$ cat src/rtl/display_scan_mux.sv
// Scans a latched 4-digit hex value onto a shared digit bus with active-low anode selects.
// Optional macro LEADING_ZERO_BLANK_EN darkens leading zero digits (digit 0 always shows).
module display_scan_mux #(
    parameter int REFRESH_DIV = 100000,
    parameter int DIV_WIDTH   = 17
) (
    input  logic        clk,
    input  logic        reset,
    input  logic [15:0] value_in,
    input  logic        display_en,
    output logic [3:0]  digit_out,
    output logic        digit_blank,
    output logic [3:0]  an_n,
    output logic        frame_start
);

    localparam logic [DIV_WIDTH-1:0] PRESC_MAX = DIV_WIDTH'(REFRESH_DIV - 1);

    logic [DIV_WIDTH-1:0] presc;
    logic [1:0]           idx;
    logic [15:0]          shadow;
    logic                 active;
    logic                 tick;
    logic                 blank_lz;
    logic                 vis;

    assign tick = (presc == PRESC_MAX);

    // Free-running slot prescaler, independent of display_en.
    always_ff @(posedge clk or posedge reset) begin
        if (reset) begin
            presc <= '0;
        end else if (tick) begin
            presc <= '0;
        end else begin
            presc <= presc + DIV_WIDTH'(1);
        end
    end

    // The value is latched only at frame boundaries so a frame never mixes two values.
    always_ff @(posedge clk or posedge reset) begin
        if (reset) begin
            idx         <= 2'd0;
            shadow      <= 16'h0000;
            active      <= 1'b0;
            frame_start <= 1'b0;
        end else if (tick) begin
            if (!active || idx == 2'd3) begin
                active      <= 1'b1;
                idx         <= 2'd0;
                shadow      <= value_in;
                frame_start <= 1'b1;
            end else begin
                idx         <= idx + 2'd1;
                frame_start <= 1'b0;
            end
        end else begin
            frame_start <= 1'b0;
        end
    end

    always_comb begin
        digit_out = 4'h0;
        case (idx)
            2'd0: digit_out = shadow[3:0];
            2'd1: digit_out = shadow[7:4];
            2'd2: digit_out = shadow[11:8];
            2'd3: digit_out = shadow[15:12];
            default: digit_out = 4'h0;
        endcase
    end

`ifdef LEADING_ZERO_BLANK_EN
    // A digit is a leading zero when it and every digit above it are zero.
    always_comb begin
        blank_lz = 1'b0;
        case (idx)
            2'd1: blank_lz = (shadow[15:4] == 12'h000);
            2'd2: blank_lz = (shadow[15:8] == 8'h00);
            2'd3: blank_lz = (shadow[15:12] == 4'h0);
            default: blank_lz = 1'b0;
        endcase
    end
`else
    assign blank_lz = 1'b0;
`endif

    assign vis         = active && display_en && !blank_lz;
    assign an_n        = vis ? ~(4'b0001 << idx) : 4'b1111;
    assign digit_blank = !vis;

endmodule

$ cat config.mk
export PLATFORM = sky130hd
export DESIGN_NAME = display_scan_mux
export DESIGN_NICKNAME = d
export VERILOG_FILES = /design/src/rtl/display_scan_mux.sv
export SDC_FILE = /design/constraint.sdc
export NUM_CORES = 1
export LEC_CHECK = 0
export ABC_AREA = 1
export CAP_MARGIN = 20
export CORE_ASPECT_RATIO = 0.6
export CORE_UTILIZATION = 40
export CTS_BUF_LIST = sky130_fd_sc_hd__clkbuf_4 sky130_fd_sc_hd__clkbuf_8
export DETAILED_ROUTE_END_ITERATION = 16
export HOLD_SLACK_MARGIN = 0.05
export SLEW_MARGIN = 20
export SYNTH_ARGS = -nofsm -noshare
export SYNTH_HDL_FRONTEND = slang
export SYNTH_SLANG_ARGS = --single-unit
$ cat constraint.sdc
create_clock -name clk -period 3.55 [get_ports clk]
set_clock_uncertainty 0.05 [all_clocks]
set_input_delay 0.355 -clock clk [delete_from_list [all_inputs] [get_ports clk]]
set_output_delay 0.355 -clock clk [all_outputs]
set_load 0.005 [all_outputs]
==> results of run 1 <==
==> sequential cells by signal, summed over array words and instances (netlist names) <==
name	count
shadow	16
frame_start	1
active	1
presc	17
idx	2
==> per-stage QoR <==
step	instances	cell area (um^2)	total power, mW	hold WS (ns)
2_1_floorplan	262	2020	0.436	0.383
3_3_place_gp	348	2350	0.459	0.401
3_5_place_dp	348	2350	0.459	0.409
4_1_cts	355	2460	0.815	0.420
5_1_grt	355	2460	0.830	0.444
6_report	355	2460	0.802	0.418
==> area by class of cell <==
class                           count  area (um^2)
Inverter                           34          128
Fill cell                         480         2250
Timing Repair Buffer               29          288
Multi-Input combinational cell    185          932
Clock buffer                        5         68.8
Clock inverter                      2         35.0
Tap cell                           63         78.8
Sequential cell                    37          926
==> worst paths after layout <==
check | endpoint | slack, ns | depth (start not counted)
worst min register to register | presc[0] | 0.42 | 1
worst max register to register | shadow[11] | 1.54 | 6
min in group clk | presc[0] | 0.42 | 1
worst min-delay path | presc[6] | 0.42 | 3
max in group asynchronous | active | 2.68 | 3
worst max-delay path | digit_out[0] | 1.12 | 6
==> logic make-up after synthesis <==
family | share of synthesized area
fa+ha+maj | 0.0371
flops | 0.457
simple gates | 0.356
xor+xnor | 0.0303
buf+inv | 0.0822
compound gates | 0.0371
==> synth_stat cells <==
cell type,number
dfrtp_1,37
nand2_1,82
a21oi_1,5
nand4_4,1
nand2_4,1
buf_2,4
inv_1,28
o21ai_1,2
nor2_8,1
nand3_1,9
nor2_4,1
a31oi_1,4
nor2_1,34
nand2_2,1
buf_6,1
o21ai_0,3
buf_4,1
nor3_1,4
ha_1,6
inv_2,6
nand4_1,24
xor2_1,7
==> worst register-to-register path: stages (launching register included) <==
cell and delay (ns):
dfrtp_1 0.42, ha_1 0.31, inv_1 0.08, nand2_1 0.48
nand4_4 0.34, nand2_1 0.15, nand2_1 0.06
==> report_power, final <==
part	internal, mW	switching [mW]	leakage [nW]
sequential	0.421	0	0.419
combinational	0.0180	0.0109	0.734
clock	0.204	0.148	0.0540
==> layer usage <==
layer	track usage	wire length, um
met5	0	0
met2	0.226	1670
met3	0.0440	350
met1	0.331	2570
met4	0.0593	57
==> impl_metrics.json, run 1 <==
{
  "finalSetupTns_ns": 0,
  "endpoint_kind": "output port",
  "worst_slack_ns": 1.12,
  "antenna_cells": 0,
  "post_drt_wl_per_cell_um": 13.1,
  "nets": 317,
  "worst_slew_pin_slew_ns": 0.636,
  "seq_area_frac_synth": 0.457,
  "grt_pass1_wl_um": 7740,
  "dieWidth_um": 93.8,
  "ant_nets": 0,
  "cts_buffer_depth": 2,
  "viasPerCell": 4.96,
  "fmax_mhz": 411,
  "fin_util": 0.522,
  "synth_seq_cells": 37,
  "final_hold_viol_count": 0,
  "synth_area_leaders": "dfrtp_1 46%, nand2_1 15%, nand4_1 7.4%",
  "antenna_found_initial": 0,
  "numCtsBuffers": 5,
  "gp_congestion": 0.845,
  "post-dp-hpwl_um": 3450,
  "io_pins": 29,
  "die-area_mm2": 0.00536,
  "setup_viol": 0,
  "worst_path_max_delay_cell": "clkdlybuf4s50_1",
  "path_cells": "inv_1 > ha_1 > inv_1 > nor2_1 > a31oi_1 > clkdlybuf4s50_1",
  "io_buffers": 28,
  "clk_pin_slew_worst_paths_ns": 0.07,
  "first_iter_violations": 119,
  "min_path_type": "input port to asynchronous set/reset pin",
  "fin_crit_ns": 2.43,
  "ys_warn_count": 0,
  "final_cell_mix": "82 x nand2_1, 37 x dfrtp_1, 34 x nor2_1",
  "cpLargestDelayFamily": "buffers and inverters",
  "fp.dieH_um": 57.1,
  "rows": 19,
  "core_area_mm2": 0.00471,
  "drv_cap": 0,
  "post_cts_buffers": 0,
  "track_usage": 0.193,
  "cts_sinks": 37,
  "root_buffer": "clkbuf_8",
  "synthToLayoutAreaGrowth_pct": 21.3,
  "ir_drop_mv": 0.185,
  "critPathLaunch": "idx[0]",
  "cts_resized": 0,
  "vias": 1760,
  "leakage_nw": 1.21,
  "crit_buf_inv": 3,
  "syn_avg_cell_area_um2": 7.73,
  "rsz0062_at_grt": "false",
  "final_common_cell": "nand2_1",
  "htree_levels": 2,
  "status": "finished, final reports clean",
  "grt_pass1_vias": 1535,
  "wl_um": 4650,
  "grt_max_degree": 38,
  "syn_inst": 262,
  "p_per_area_mw_per_mm2": 327,
  "critPathMostFrequentCell": "inv_1",
  "place_ws_ns": 1.43,
  "crit_fanout": 5,
  "required_ns": 3.14,
  "crit_arrival_ns": 2.03,
  "synth_area_mm2": 0.00202,
  "reg2reg_from": "idx[0]",
  "grt-ovfl-total": 0,
  "ys_types": 22,
  "yosys.area.top_type_share": 0.457,
  "min_period_over_period": 0.685,
  "synth_nets": 287,
  "hold_buffers": 0,
  "worst_skew_pair.late_latency_ns": 0.29,
  "drive_gt1_frac": 0.0651,
  "remaining_drc_errors": 0,
  "startpoint_type": "register",
  "slowest_delay_ns": 0.55,
  "start_util": 0.430,
  "finalMaxSlewViolations": 0,
  "drt_first_pass_iters": 4,
  "worstSetupPathType": "register to output port",
  "synth_top_area_cell": "dfrtp_1",
  "relSlewSlack": 0.575,
  "tritoncts": "built"
}
Power figures use the tool's default switching activity.
==> inputs of run 2 (changes only) <==
Clock period 3.55 ns to 2.35 ns, I/O delays scaled along.
==> run 2 against run 1 <==
  * Total power increased by 58%
  * Highest routed layer unchanged
  * Worst setup slack worse by 0.97 ns
  * Register-to-register slack lost 0.95 ns
  * Clock power grew 67%
  * Flip-flop and latch count did not move
  * Combinational power up 49%
  * Worst hold slack lost 0.13 ns
==> impl_metrics.json, run 2 (synthesized netlist as in run 1, its figures left out) <==
{
  "status": "finished, final reports clean",
  "worst_slew_pin_slew_ns": 0.460,
  "start_util": 0.430,
  "post_drt_wl_per_cell_um": 12.9,
  "finalMaxSlewViolations": 0,
  "seqPwrFrac": 0.503,
  "drv_cap": 0,
  "ir_drop_mv": 0.259,
  "min_period_over_period": 0.937,
  "final_common_cell": "nand2_1",
  "nets": 321,
  "fin_crit_ns": 2.20,
  "numCtsBuffers": 5,
  "root_buffer": "clkbuf_8",
  "required_ns": 2.07,
  "core_area_mm2": 0.00471,
  "final_cell_mix": "82 x nand2_1, 37 x dfrtp_1, 34 x nor2_1",
  "final_hold_viol_count": 0,
  "die-area_mm2": 0.00536,
  "grt_pass1_vias": 1582,
  "post-dp-hpwl_um": 3380,
  "rows": 19,
  "placedInstanceArea_mm2": 0.00237,
  "dp_cells": 350,
  "fp.dieH_um": 57.1,
  "fin_area_mm2": 0.00250,
  "regMostFlops": "presc",
  "reg_top3": "presc: 17 flops, shadow: 16 flops, idx: 2 flops",
  "leakage_nw": 1.23,
  "p_per_area_mw_per_mm2": 506,
  "min_path_type": "input port to asynchronous set/reset pin",
  "drive_gt1_frac": 0.0842,
  "fmax_mhz": 454,
  "first_iter_violations": 128,
  "num-fill-cells": 427,
  "cts_sinks": 37,
  "finalSetupTns_ns": 0,
  "comb_power_share": 0.034,
  "synthToLayoutAreaGrowth_pct": 23.6,
  "track_usage": 0.197,
  "crit_fanout": 5,
  "viasPerCell": 4.94,
  "grt-ovfl-total": 0,
  "startpoint_type": "register",
  "setup_viol": 0,
  "endpoint_kind": "output port",
  "htree_levels": 2,
  "vias": 1779,
  "wl_um": 4660,
  "clk_pin_slew_worst_paths_ns": 0.08,
  "io_pins": 29,
  "dieWidth_um": 93.8,
  "holdWs_ns": 0.292,
  "worstSetupPathType": "register to output port",
  "grt_pass1_wl_um": 7910,
  "drt_first_pass_iters": 4,
  "cts_buffer_depth": 2,
  "hold_buffers": 0,
  "relSlewSlack": 0.693,
  "place_ws_ns": 0.423,
  "io_buffers": 28,
  "fin_cells": 360,
  "largest_reg_flops": 17,
  "switchingPower_uw": 245,
  "crit_arrival_ns": 1.92,
  "remaining_drc_errors": 0,
  "p_sw_frac": 0.194,
  "rsz0062_at_grt": "false",
  "worst_skew_pair.late_latency_ns": 0.29,
  "antenna_cells": 0,
  "tritoncts": "built",
  "ant_nets": 0,
  "grt_max_degree": 38,
  "gp_congestion": 0.857,
  "internal-power_mw": 1.02,
  "power_frac_clock": 0.463,
  "worst_slack_ns": 0.147,
  "antenna_found_initial": 0
}
[run 2: changes by cell type in the layout (fill, tap and decap cells not counted), sizes merged]
cell / change
clkinv: -1
clkbuf: +2
buf: +4
[run 2: worst max-delay path, cell delays in order (launching register included)]
cell,delay [ns]
dfrtp_1,0.41
inv_1,0.10
ha_1,0.27
inv_2,0.11
nor2_1,0.05
a31oi_1,0.16
clkdlybuf4s50_1,0.53
[run 2: per-layer routing]
metal | GRT usage | share of wire
met1 | 0.333 | 0.55
met2 | 0.235 | 0.37
met3 | 0.0573 | 0.070
met4 | 0.0462 | 0.010
met5 | 0 | 0
[run 2: through the flow]
step	util	total power, mW
final	0.532	1.27
after global routing	0.532	1.32
after detailed placement	0.503	0.694
after floorplan	-	0.658
after global placement	0.503	0.693
after CTS	0.528	1.28
[run 2: worst paths after layout]
check | start | endpoint | slack [ns] | cells past startpoint
hold / removal | reset | presc[6] | 0.29 | 3
setup reg to reg | presc[0] | shadow[14] | 0.59 | 8
setup / recovery | idx[0] | digit_out[3] | 0.15 | 6
hold reg to reg | presc[0] | presc[0] | 0.41 | 1
max in group asynchronous | reset | presc[10] | 1.63 | 3
min in group clk | presc[0] | presc[0] | 0.41 | 1
[run 2: power groups by stage]
stage / clock (mW) / sequential (mW) / combinational [mW]
5_1_grt: 0.631 / 0.636 / 0.0483
3_3_place_gp: 0 / 0.649 / 0.0444
3_5_place_dp: 0 / 0.649 / 0.0449
2_1_floorplan: 0 / 0.649 / 0.00951
4_1_cts: 0.602 / 0.636 / 0.0448
6_report: 0.587 / 0.636 / 0.0432
[run 2: area by class of cell]
cell class,instances,area (um^2),area share
Timing Repair Buffer,33,318,0.127
Inverter,34,128,0.0510
Sequential cell,37,926,0.370
Multi-Input combinational cell,185,932,0.373
Clock buffer,7,90.1,0.0360
Tap cell,63,78.8,0.0315
Clock inverter,1,30.0,0.0120
[run 2: what timing repair did]
item,4_1_cts,5_1_grt
setup endpoints to repair,0,4
setup buffers,0,2
endpoints found under the hold margin,0,0
resized for setup,0,1
